==> config.mk <==
export PLATFORM = sky130hd
export DESIGN_NAME = memory_arbiter
export DESIGN_NICKNAME = d
export VERILOG_FILES = /design/src/rtl/memory_arbiter_pkg.sv /design/src/rtl/inst_fill_buffer.sv /design/src/rtl/memory_arbiter.sv
export SDC_FILE = /design/constraint.sdc
export NUM_CORES = 1
export LEC_CHECK = 0
export CAP_MARGIN = 20
export CORE_ASPECT_RATIO = 0.6
export CORE_UTILIZATION = 36
export CTS_BUF_LIST = sky130_fd_sc_hd__clkbuf_8 sky130_fd_sc_hd__clkbuf_16
export CTS_CLUSTER_SIZE = 8
export DETAILED_ROUTE_END_ITERATION = 10
export DONT_BUFFER_PORTS = 1
export PLACE_DENSITY = 0.58
export SYNTH_ARGS = -nofsm -noshare
export SYNTH_HDL_FRONTEND = slang
export SYNTH_SLANG_ARGS = --single-unit
==> constraint.sdc <==
create_clock -name CLK -period 2.32 [get_ports CLK]
set_input_delay 0.232 -clock CLK [delete_from_list [all_inputs] [get_ports CLK]]
set_output_delay 0.232 -clock CLK [all_outputs]
set_load 0.02 [all_outputs]
==> src/rtl/memory_arbiter_pkg.sv <==
// memory_arbiter_pkg: shared types and constants for the I/D memory arbiter.
// Holds FSM encoding, instruction block geometry and unified-memory region codes.
package memory_arbiter_pkg;

  typedef enum logic [1:0] {
    IDLE      = 2'd0,
    DATA_XFER = 2'd1,
    INST_XFER = 2'd2
  } state_t;

  localparam int INST_BEATS = 4;
  localparam int WORD_W     = 32;
  localparam int BLOCK_W    = INST_BEATS * WORD_W;
  localparam int BEAT_IDX_W = $clog2(INST_BEATS);
  localparam int BEAT_W     = BEAT_IDX_W + 1;

  localparam int   REGION_BIT  = 8;
  localparam logic REGION_INST = 1'b0;
  localparam logic REGION_DATA = 1'b1;

endpackage

==> src/rtl/inst_fill_buffer.sv <==
// inst_fill_buffer: assembles an instruction block one 32-bit word per beat.
// Ports: CLK, RESET (sync, high), we + beat select word slot, word in, block out.
module inst_fill_buffer
  import memory_arbiter_pkg::*;
(
  input  logic                  CLK,
  input  logic                  RESET,
  input  logic                  we,
  input  logic [BEAT_IDX_W-1:0] beat,
  input  logic [WORD_W-1:0]     word,
  output logic [BLOCK_W-1:0]    block
);

  always_ff @(posedge CLK) begin
    if (RESET) begin
      block <= '0;
    end else if (we) begin
      block[{beat, 5'd0} +: WORD_W] <= word;
    end
  end

endmodule

==> src/rtl/memory_arbiter.sv <==
// memory_arbiter: round-robin arbiter sharing one unified memory between I$ and D$.
// Ports: CLK/RESET; IC_* block-fill side; DC_* word side; MEM_* registered memory side.
module memory_arbiter
  import memory_arbiter_pkg::*;
#(
  parameter int INST_BEATS = 4
) (
  input  logic         CLK,
  input  logic         RESET,
  input  logic         IC_READ,
  input  logic [5:0]   IC_ADDRESS,
  output logic [127:0] IC_READDATA,
  output logic         IC_BUSYWAIT,
  input  logic         DC_READ,
  input  logic         DC_WRITE,
  input  logic [5:0]   DC_ADDRESS,
  input  logic [31:0]  DC_WRITEDATA,
  output logic [31:0]  DC_READDATA,
  output logic         DC_BUSYWAIT,
  output logic         MEM_READ,
  output logic         MEM_WRITE,
  output logic [8:0]   MEM_ADDRESS,
  output logic [31:0]  MEM_WRITEDATA,
  input  logic [31:0]  MEM_READDATA,
  input  logic         MEM_BUSYWAIT
);

  state_t state_q, state_d;

  logic              mem_read_d, mem_write_d;
  logic [8:0]        mem_addr_d;
  logic [31:0]       mem_wdata_d;
  logic [31:0]       dc_rdata_d;
  logic [5:0]        ic_addr_q, ic_addr_d;
  logic [BEAT_W-1:0] beat_q, beat_d;
  logic              last_q, last_d;
  logic              dc_done_q, dc_done_d;
  logic              ic_done_q, ic_done_d;
  logic              fill_we;
  logic              dreq;
  logic              strobe;

  assign dreq   = DC_READ | DC_WRITE;
  assign strobe = MEM_READ | MEM_WRITE;

  // Done flags open a one-cycle window in which the stall is lifted.
  assign DC_BUSYWAIT = dreq & ~dc_done_q;
  assign IC_BUSYWAIT = IC_READ & ~ic_done_q;

  inst_fill_buffer u_fill (
    .CLK   (CLK),
    .RESET (RESET),
    .we    (fill_we),
    .beat  (beat_q[BEAT_IDX_W-1:0]),
    .word  (MEM_READDATA),
    .block (IC_READDATA)
  );

  always_ff @(posedge CLK) begin
    if (RESET) begin
      state_q       <= IDLE;
      MEM_READ      <= 1'b0;
      MEM_WRITE     <= 1'b0;
      MEM_ADDRESS   <= '0;
      MEM_WRITEDATA <= '0;
      DC_READDATA   <= '0;
      ic_addr_q     <= '0;
      beat_q        <= '0;
      last_q        <= REGION_INST;
      dc_done_q     <= 1'b0;
      ic_done_q     <= 1'b0;
    end else begin
      state_q       <= state_d;
      MEM_READ      <= mem_read_d;
      MEM_WRITE     <= mem_write_d;
      MEM_ADDRESS   <= mem_addr_d;
      MEM_WRITEDATA <= mem_wdata_d;
      DC_READDATA   <= dc_rdata_d;
      ic_addr_q     <= ic_addr_d;
      beat_q        <= beat_d;
      last_q        <= last_d;
      dc_done_q     <= dc_done_d;
      ic_done_q     <= ic_done_d;
    end
  end

  // Strobe low while in a transfer state marks the one-cycle gap after a beat.
  // last_q records the winner of the most recent contested grant.
  always_comb begin
    state_d     = state_q;
    mem_read_d  = MEM_READ;
    mem_write_d = MEM_WRITE;
    mem_addr_d  = MEM_ADDRESS;
    mem_wdata_d = MEM_WRITEDATA;
    dc_rdata_d  = DC_READDATA;
    ic_addr_d   = ic_addr_q;
    beat_d      = beat_q;
    last_d      = last_q;
    dc_done_d   = 1'b0;
    ic_done_d   = 1'b0;
    fill_we     = 1'b0;
    unique case (state_q)
      IDLE: begin
        if (dreq && (!IC_READ || last_q == REGION_INST)) begin
          state_d     = DATA_XFER;
          mem_write_d = DC_WRITE;
          mem_read_d  = DC_READ & ~DC_WRITE;
          mem_addr_d  = {REGION_DATA, 2'b00, DC_ADDRESS};
          mem_wdata_d = DC_WRITEDATA;
          if (IC_READ) last_d = REGION_DATA;
        end else if (IC_READ) begin
          state_d     = INST_XFER;
          mem_read_d  = 1'b1;
          mem_write_d = 1'b0;
          mem_addr_d  = {REGION_INST, IC_ADDRESS, 2'b00};
          ic_addr_d   = IC_ADDRESS;
          beat_d      = '0;
          if (dreq) last_d = REGION_INST;
        end
      end
      DATA_XFER: begin
        if (strobe) begin
          if (!MEM_BUSYWAIT) begin
            mem_read_d  = 1'b0;
            mem_write_d = 1'b0;
            dc_done_d   = 1'b1;
            if (MEM_READ) dc_rdata_d = MEM_READDATA;
          end
        end else begin
          state_d = IDLE;
        end
      end
      INST_XFER: begin
        if (strobe) begin
          if (!MEM_BUSYWAIT) begin
            mem_read_d = 1'b0;
            fill_we    = 1'b1;
            beat_d     = beat_q + 1'b1;
            if (beat_q == BEAT_W'(INST_BEATS - 1)) ic_done_d = 1'b1;
          end
        end else if (beat_q == BEAT_W'(INST_BEATS)) begin
          state_d = IDLE;
          beat_d  = '0;
        end else begin
          mem_read_d = 1'b1;
          mem_addr_d = {REGION_INST, ic_addr_q, beat_q[BEAT_IDX_W-1:0]};
        end
      end
      default: state_d = IDLE;
    endcase
  end

endmodule

* After elaboration in Yosys (flattened, before gate mapping) *
Index checks and enable logic that the tools add are counted.

storage, ports and cells
  flip-flop bits (word level) = 217
  input bits = 82
  output and inout port bits = 205
  word-level logic and storage cells = 102

operators by class
  add/subtract/negate cells = 2
  equality and inequality tests = 16
  shift operators = 2
  mux-type cells = 37
  bitwise logic cells = 14
  reductions and logical operators = 19

operator list
  kind                                                                       count
  128-bit bitwise mux                                                        1
  32-bit by 9-bit variable shift with 128-bit output (first input constant)  1
  32-bit by 9-bit indexed part select with 128-bit output                    1
  9-bit 2-to-1 mux                                                           4
  4-bit AND reduction                                                        5
  9-bit case mux with 2 select lines                                         1
  1-bit 2-to-1 mux                                                           17
  2-bit != test (second input constant)                                      8
  3-bit 2-to-1 mux                                                           5
  3-bit != test (second input constant)                                      4
  2-bit 2-to-1 mux                                                           5
  7-bit negation with 9-bit output                                           1
  1-bit inverter                                                             9
  2-bit case mux with 3 select lines                                         1
  3-bit case mux with 2 select lines                                         1
  3-bit AND reduction                                                        2
  2-bit nonzero test                                                         3
  5-bit AND reduction                                                        1
  4-bit OR reduction                                                         1
  3-bit by 1-bit adder with 3-bit output (second input constant)             1
  1-bit bitwise AND                                                          3
  3-bit by 2-bit equality test with 1-bit output (second input constant)     1
  3-bit equality test (second input constant)                                1
  1-bit case mux with 3 select lines                                         1
  other kinds (11)                                                           12

* Depth between registers and ports, before layout *
Gate-level depths: netlist of the first run.

  word-level depth = 5
  gate-level depth with buffers = 8
  mapped depth without buffers = 6

* By module *
A second synthesis of the first run with hierarchy kept.

unflattened totals
  cells, all modules = 795
  area, all modules = 8115.3 sq um

modules (own cells, without submodules)
  module            instances  cells each  area an instance (sq um)  seq. area each (sq um)
  inst_fill_buffer  1          353         4508.1                    2562.5
  memory_arbiter    1          442         3607.2                    1781.7

* Worst setup path before layout of the first run *
OpenSTA, ideal clock, no wires.

  path type = flip-flop to flip-flop
  from = register beat_q[0]
  to = register u_fill.block[66]
  setup time = 0.073 ns
  arrival = 1.666 ns
  data required time = 2.247 ns
  path slack = 0.581 ns
  cell stages (with the launch flop) = 7
  path buffers = 1
  period minus slack after synthesis = 1.739 ns
  path through = dfxtp_1 > inv_2 > ha_1 > nor3b_1 > buf_2 > nand3_1 > a21oi_1

between the ends
  cells in the longest elaborated chain, start to end = 3
  elaborated cells on any way between the ends = 4
  those cells by class = 1 x add/sub; 2 x shift; 1 x mux

RTL lines
  element                                                                                                                        line                    source
  from (decl)                                                                                                                    memory_arbiter.sv:35    logic [BEAT_W-1:0] beat_q, beat_d;
  from (signal assigned)                                                                                                         memory_arbiter.sv:80    beat_q <= beat_d;
  7-bit negation with 9-bit output *                                                                                             inst_fill_buffer.sv:18  block[{beat, 5'd0} +: WORD_W] <= word;
  32-bit by 9-bit indexed part select with 128-bit output or 32-bit by 9-bit variable shift with 128-bit output (tied branches)  inst_fill_buffer.sv:18
  128-bit bitwise mux *                                                                                                          inst_fill_buffer.sv:18
  to (signal, indexed assignment)                                                                                                inst_fill_buffer.sv:18
  to (decl)                                                                                                                      inst_fill_buffer.sv:11  output logic [BLOCK_W-1:0] block

Every way passes the cells marked *; elsewhere a longest branch is shown, timed or not.
A chain may end at the register's enable or synchronous reset.

* Worst setup path after layout of the first run *
  from = register MEM_READ
  to = register MEM_WRITE

between the ends
  cells in the longest elaborated chain, start to end = 3

RTL lines
  element                               line                  source
  from (decl)                           memory_arbiter.sv:20  output logic MEM_READ,
  from (signal assigned)                memory_arbiter.sv:74  MEM_READ <= mem_read_d;
  1-bit OR                              memory_arbiter.sv:44  assign strobe = MEM_READ | MEM_WRITE;
  2-bit != test (no source line)        --
  4-bit AND reduction (no source line)  --
  to (signal assigned)                  memory_arbiter.sv:75  MEM_WRITE <= mem_write_d;
  to (decl)                             memory_arbiter.sv:21  output logic MEM_WRITE,

No other way between the ends.

==> impl_metrics.ini, run 1 <==
[worst_hold_path]
hp-start = RESET
hold_depth = 1
min_to = state_q[1]$_SDFFE_PP0P_
hold_class = input pin to flip-flop

[critical_path]
cp.arrival_ns = 2.68
critPathLaunch = MEM_READ$_SDFFE_PP0P_
worstSetupStartpointType = flip-flop
worstRegToRegCells = 6
crit_fanout = 8
r2r_slack_ns = 0.13
endpoint_kind = flip-flop
r2r-end = MEM_WRITE$_SDFFE_PP0P_
rr_startpoint = MEM_READ$_SDFFE_PP0P_
cp.required_ns = 2.81
crit_type = flip-flop to flip-flop

[floorplanning]
rows = 44
initial_utilization_pct = 37.0
io_pins = 287
dieArea_um2 = 25800
die_h_um = 125
core_area_um2 = 24400
die_w_um = 207

[global_routing]
grt_pass1_vias = 7375
grt_use_total_pct = 21.9
grt_max_degree = 221
gr-total-overflow = 0
antenna_found_initial = 0
grt_first_pass_wirelength_um = 43900

[layout]
seq_area_um2 = 4340
layout_commonest_cell = nand2_1
synthToLayoutAreaGrowth_pct = 20.1
nets = 1177
drive_gt1_share_pct = 19.2
multi_input_area_um2 = 4160
final_cell_mix = nand2_1 (268), dfxtp_1 (217), a21oi_1 (152)
fill_cells = 2399

[clock_network]
htree_levels = 1
cts_sinks = 217
cts_made_buffers = 31
clk_pin_slew_ns = 0.05
root_buffer = clkbuf_16
cts_buffer_depth = 3
clk_latency_ns = 0.54
tritoncts = built

[synth]
synthesis.area_um2 = 9050
syn_inst = 1024
async_reset_ff_share_pct = 0
ys_warn_count = 0
ys_dominant_reg_cell = dfxtp_1
ys_seq_area_share_pct = 48.0
syn_avg_cell_area_um2 = 8.84
synth_compound_area_share_pct = 17.7
synth_seq_cells = 217
syn-num-nets = 1115
synth_cell_type_count = 53
synthAdderAreaFrac_pct = 1.24
synth-simple-area-share_pct = 25.2
synth_top_family_by_area = simple AND/OR/NAND/NOR gates
synth_xor_area_share_pct = 0
synth_edf_count = 0
synthMuxAreaShare_pct = 0.829

[timing]
setup_viol = 0
slew_headroom_pct = 41.9
period_share_pct = 94.5
drv_slew = 0
hold_violations = 134
fmax_ghz = 0.456
worst_pin_slew_ns = 0.870
worst_clock_skew_ns = 0.0136
holdWs_ns = -0.202
grt_setup_unrepaired = no
fin_crit_ns = 2.19
setup_tns_ns = 0

[power_and_ir_drop]
power.leakage_nw = 3.63
p_switching_mw = 2.42
powerDensity_nw_per_um2 = 837
p_seq_share_pct = 46.4
sw_frac_of_total_pct = 26.6
irDropWorstVdd_v = 0.000479
p_comb_share_pct = 11.0
pwr-share-clk_pct = 42.6
p_int_mw = 6.68

[run_status]
violations = design-rule violations, negative hold slack
status = finished with violations

[drt]
drt_iter0_markers = 545
firstDrtPassIters = 11
post_drt_wl_per_cell_um = 20.9
drc_errors = 26
dr_total_vias = 7575
wl_um = 29400
ant_nets = 0
vias_per_cell = 5.38

[place]
gp_congestion = 0.759
dp_hpwl_um = 18100
port_buffers = 0

[flow_run]
cap_violations = 0
==> metal layers <==
metal,track usage [%],routed length [um]
met4,4.21,357
met5,0,0
met1,30.3,13600
met3,7.98,2980
met2,32.5,12400
==> worst max-delay path, stage by stage (launching register included) <==
cell           delay (ns)
dfxtp_1              0.50
buf_4                0.26
o21ba_1              0.19
mux2i_1              0.09
or4_1                0.40
a21oi_1              0.15
dlygate4sd3_1        0.55
==> synth_stat cells, types with 2 or more instances <==
library cell	number	area (um2)
nor2_4	2	22.5
nand2b_1	5	31.3
o2111ai_1	5	43.8
and3_4	4	45.0
buf_2	17	85.1
a211o_1	3	26.3
nor2b_1	2	12.5
inv_1	6	22.5
nand3_1	75	375
o21ai_0	16	80.1
a21oi_2	60	526
ha_1	9	113
buf_1	2	7.51
clkbuf_1	46	173
a21oi_1	152	761
nand3b_1	2	15.0
a311oi_1	2	17.5
dfxtp_1	217	4340
and3_1	2	12.5
o21ai_1	3	15.0
nor2_1	8	30.0
a211oi_1	2	15.0
mux2i_1	3	30.0
nand3_2	60	601
mux2_2	4	45.0
nor3b_1	3	22.5
nand2_2	2	12.5
buf_4	4	30.0
or3_1	3	18.8
buf_12	12	240
nand2_1	268	1010
buf_8	4	60.1
==> power groups by stage <==
stage	clock (mW)	combinational, mW	sequential [mW]
after CTS	3.98	0.918	4.22
after global routing	4.14	1.10	4.23
final	3.88	1.00	4.22
after floorplan	0	0.658	4.25
after detailed placement	0	0.760	4.29
after global placement	0	0.751	4.29
==> layout make-up <==
cell class	instances	share of cell area [%]
repair buffers	115	10.6
clock inverters	2	0.115
clock buffers	31	7.13
diodes	1	0.0230
inverters	7	0.242
well taps	322	3.70
multi-input cells	714	38.2
flip-flops and latches	217	39.9
==> stage by stage <==
stage | instance area (um2) | power (mW) | instances | setup slack, ns | util [%]
3_3_place_gp | 9130 | 5.04 | 1282 | 0.343 | 37.3
2_1_floorplan | 9050 | 4.91 | 1024 | 0.581 | -
6_report | 10900 | 9.10 | 1409 | 0.128 | 44.5
5_1_grt | 10900 | 9.48 | 1408 | 0.00798 | 44.5
3_5_place_dp | 9130 | 5.05 | 1282 | 0.232 | 37.3
4_1_cts | 10700 | 9.11 | 1392 | 0.0311 | 43.7
==> cell families (layout without fill, tap and decap cells) <==
| logic type | Yosys count | after routing |
|---|---|---|
| buffers and inverters | 93 | 155 |
| adders and majority gates | 9 | 9 |
| muxes | 7 | 7 |
| and+or+nand+nor | 444 | 444 |
| AOI/OAI and AO/OA | 254 | 254 |
| DFF | 217 | 217 |
| other | 0 | 1 |
==> state kept, by name, indices dropped and copies added, names as in the netlist <==
signal         count
MEM_ADDRESS        9
DC_READDATA       32
state_q            2
MEM_WRITE          1
ic_addr_q          6
last_q             1
ic_done_q          1
MEM_READ           1
u_fill.block     128
dc_done_q          1
beat_q             3
MEM_WRITEDATA     32
==> worst max path at each step <==
stage	cells past startpoint	slack, ns	to
floorplan	6	0.58	u_fill.block[66]$_SDFFE_PP0P_
global placement	6	0.34	u_fill.block[48]$_SDFFE_PP0P_
detailed placement	6	0.23	u_fill.block[37]$_SDFFE_PP0P_
CTS	6	0.03	state_q[0]$_SDFFE_PP0P_
global route	8	0.008	state_q[0]$_SDFFE_PP0P_
finish	6	0.13	MEM_WRITE$_SDFFE_PP0P_
==> timing repair <==
action	CTS	global route
endpoints found under the setup margin	0	41
hold endpoints to repair	217	141
hold buffers	77	13
setup buffers	0	3
resized for setup	0	8
Power figures use the tool's default switching activity.
==> run 2: changes to the inputs <==
==> constraint.sdc (replaced) <==
create_clock -name CLK -period 2.32 [get_ports CLK]
set_input_delay 0.58 -clock CLK [delete_from_list [all_inputs] [get_ports CLK]]
set_output_delay 0.58 -clock CLK [all_outputs]
set_load 0.02 [all_outputs]
==> run 2 against run 1 <==
Clock power hardly changed. The flow finishes with violations (design-rule violations). Cell area is 8.8% lower. First-iteration DRC count is 12% higher. Via count is 5.1% lower. Cell count is 6.2% lower. Setup slack better by 0.22 ns. Maximum frequency is 11% higher.
==> impl_metrics.ini, run 2 (synthesis results as in run 1) <==
[floorplanning]
dieArea_um2 = 25800
initial_utilization_pct = 37.0
rows = 44
die_h_um = 125
io_pins = 287
die_w_um = 207
core_area_um2 = 24400

[layout]
drive_gt1_share_pct = 20.7
layout_commonest_cell = nand2_1
synthToLayoutAreaGrowth_pct = 9.61
final_cell_mix = nand2_1 (268), dfxtp_1 (217), a21oi_1 (152)
nets = 1090
largest_registers = u_fill.block x128, DC_READDATA x32, MEM_WRITEDATA x32
largest_reg_flops = 128
final_cells = 1321
final_util_pct = 40.6
antennaDiodeCount = 0
final_area_um2 = 9920
top_register = u_fill.block

[timing]
worst_pin_slew_ns = 0.619
slew_headroom_pct = 58.8
grt_setup_unrepaired = no
setup_viol = 0
holdWs_ns = 0.119
fmax_ghz = 0.507
fin_crit_ns = 1.97
setup_tns_ns = 0
drv_slew = 0
hold_violations = 0
worst_clock_skew_ns = 0.0102
period_share_pct = 85.1

[clock_network]
clk_pin_slew_ns = 0.05
cts_made_buffers = 31
cts_buffer_depth = 3
cts_resized = 0
root_buffer = clkbuf_16
postCtsSetupRepairBufs = 0
cts_sinks = 217
tritoncts = built
clk_latency_ns = 0.54
htree_levels = 1
postCtsHoldBufs = 0

[global_routing]
gr-total-overflow = 0
grt_max_degree = 221
grt_first_pass_wirelength_um = 41500
grt_use_total_pct = 20.7
grt_pass1_vias = 6805
antenna_found_initial = 0

[place]
placed_cells_incl_taps = 1288
port_buffers = 0
placed_area_um2 = 9130
dp_hpwl_um = 18300
gp_congestion = 0.773

[worst_hold_path]
min_to = MEM_WRITEDATA[7]$_SDFFE_PP0P_
hp-start = RESET
hold_depth = 1
hold_class = input pin to flip-flop

[run_status]
status = finished with violations
violations = design-rule violations

[drt]
drt_iter0_markers = 609
drc_errors = 14
dr_total_vias = 7188
ant_nets = 0
firstDrtPassIters = 7
wl_um = 27900
post_drt_wl_per_cell_um = 21.1
vias_per_cell = 5.44

[flow_run]
cap_violations = 0

[power_and_ir_drop]
irDropWorstVdd_v = 0.000424
power.leakage_nw = 3.07
powerDensity_nw_per_um2 = 890

[critical_path]
cp.required_ns = 2.79
crit_fanout = 32
worstRegToRegCells = 6
critPathLaunch = state_q[0]$_SDFFE_PP0P_
worstSetupStartpointType = flip-flop
r2r-end = u_fill.block[46]$_SDFFE_PP0P_
rr_startpoint = state_q[0]$_SDFFE_PP0P_
r2r_slack_ns = 0.35
cp.arrival_ns = 2.45
crit_type = flip-flop to flip-flop
endpoint_kind = flip-flop
-- run 2: layout make-up --
type	instances	area [um2]
fill	2438	14500
sequential	217	4340
multi-input combinational	714	4120
clock buffer	31	776
tap	322	403
timing repair buffer	28	235
inverter	7	26.3
clock inverter	2	12.5
-- run 2: power breakdown --
group,total [mW],switching [mW],internal [mW]
logic,0.761,0.478,0.284
clock network,3.85,1.53,2.32
registers,4.22,0.311,3.91
total,8.83,2.32,6.51
-- run 2: worst max-delay path by stage --
stage / end / slack [ns] / depth (start not counted)
6_report: u_fill.block[46]$_SDFFE_PP0P_ / 0.35 / 6
3_3_place_gp: u_fill.block[33]$_SDFFE_PP0P_ / 0.41 / 6
3_5_place_dp: u_fill.block[46]$_SDFFE_PP0P_ / 0.37 / 6
5_1_grt: u_fill.block[20]$_SDFFE_PP0P_ / 0.17 / 5
2_1_floorplan: u_fill.block[66]$_SDFFE_PP0P_ / 0.58 / 6
4_1_cts: u_fill.block[46]$_SDFFE_PP0P_ / 0.36 / 6
-- run 2: layer usage --
metal | part of all wire (%) | wire [um] | vias up | track usage (%)
li1 | - | - | 3419 | -
met3 | 10 | 2890 | 34 | 7.56
met2 | 43 | 11900 | 256 | 30.2
met1 | 46 | 12700 | 3479 | 29.2
met4 | 1.4 | 402 | 0 | 3.74
met5 | 0 | 0 | - | 0
-- run 2: per-stage QoR --
step | setup slack, ns | power [mW]
6_report | 0.346 | 8.83
5_1_grt | 0.172 | 9.20
4_1_cts | 0.359 | 8.94
3_5_place_dp | 0.373 | 5.05
3_3_place_gp | 0.411 | 5.04
2_1_floorplan | 0.581 | 4.91
-- run 2: critical path, cell delays in order, from the launching register on --
cell,delay (ns)
dfxtp_1,0.32
inv_1,0.08
ha_1,0.30
o21a_4,0.26
and3_4,0.62
nand3_2,0.16
a21oi_2,0.16
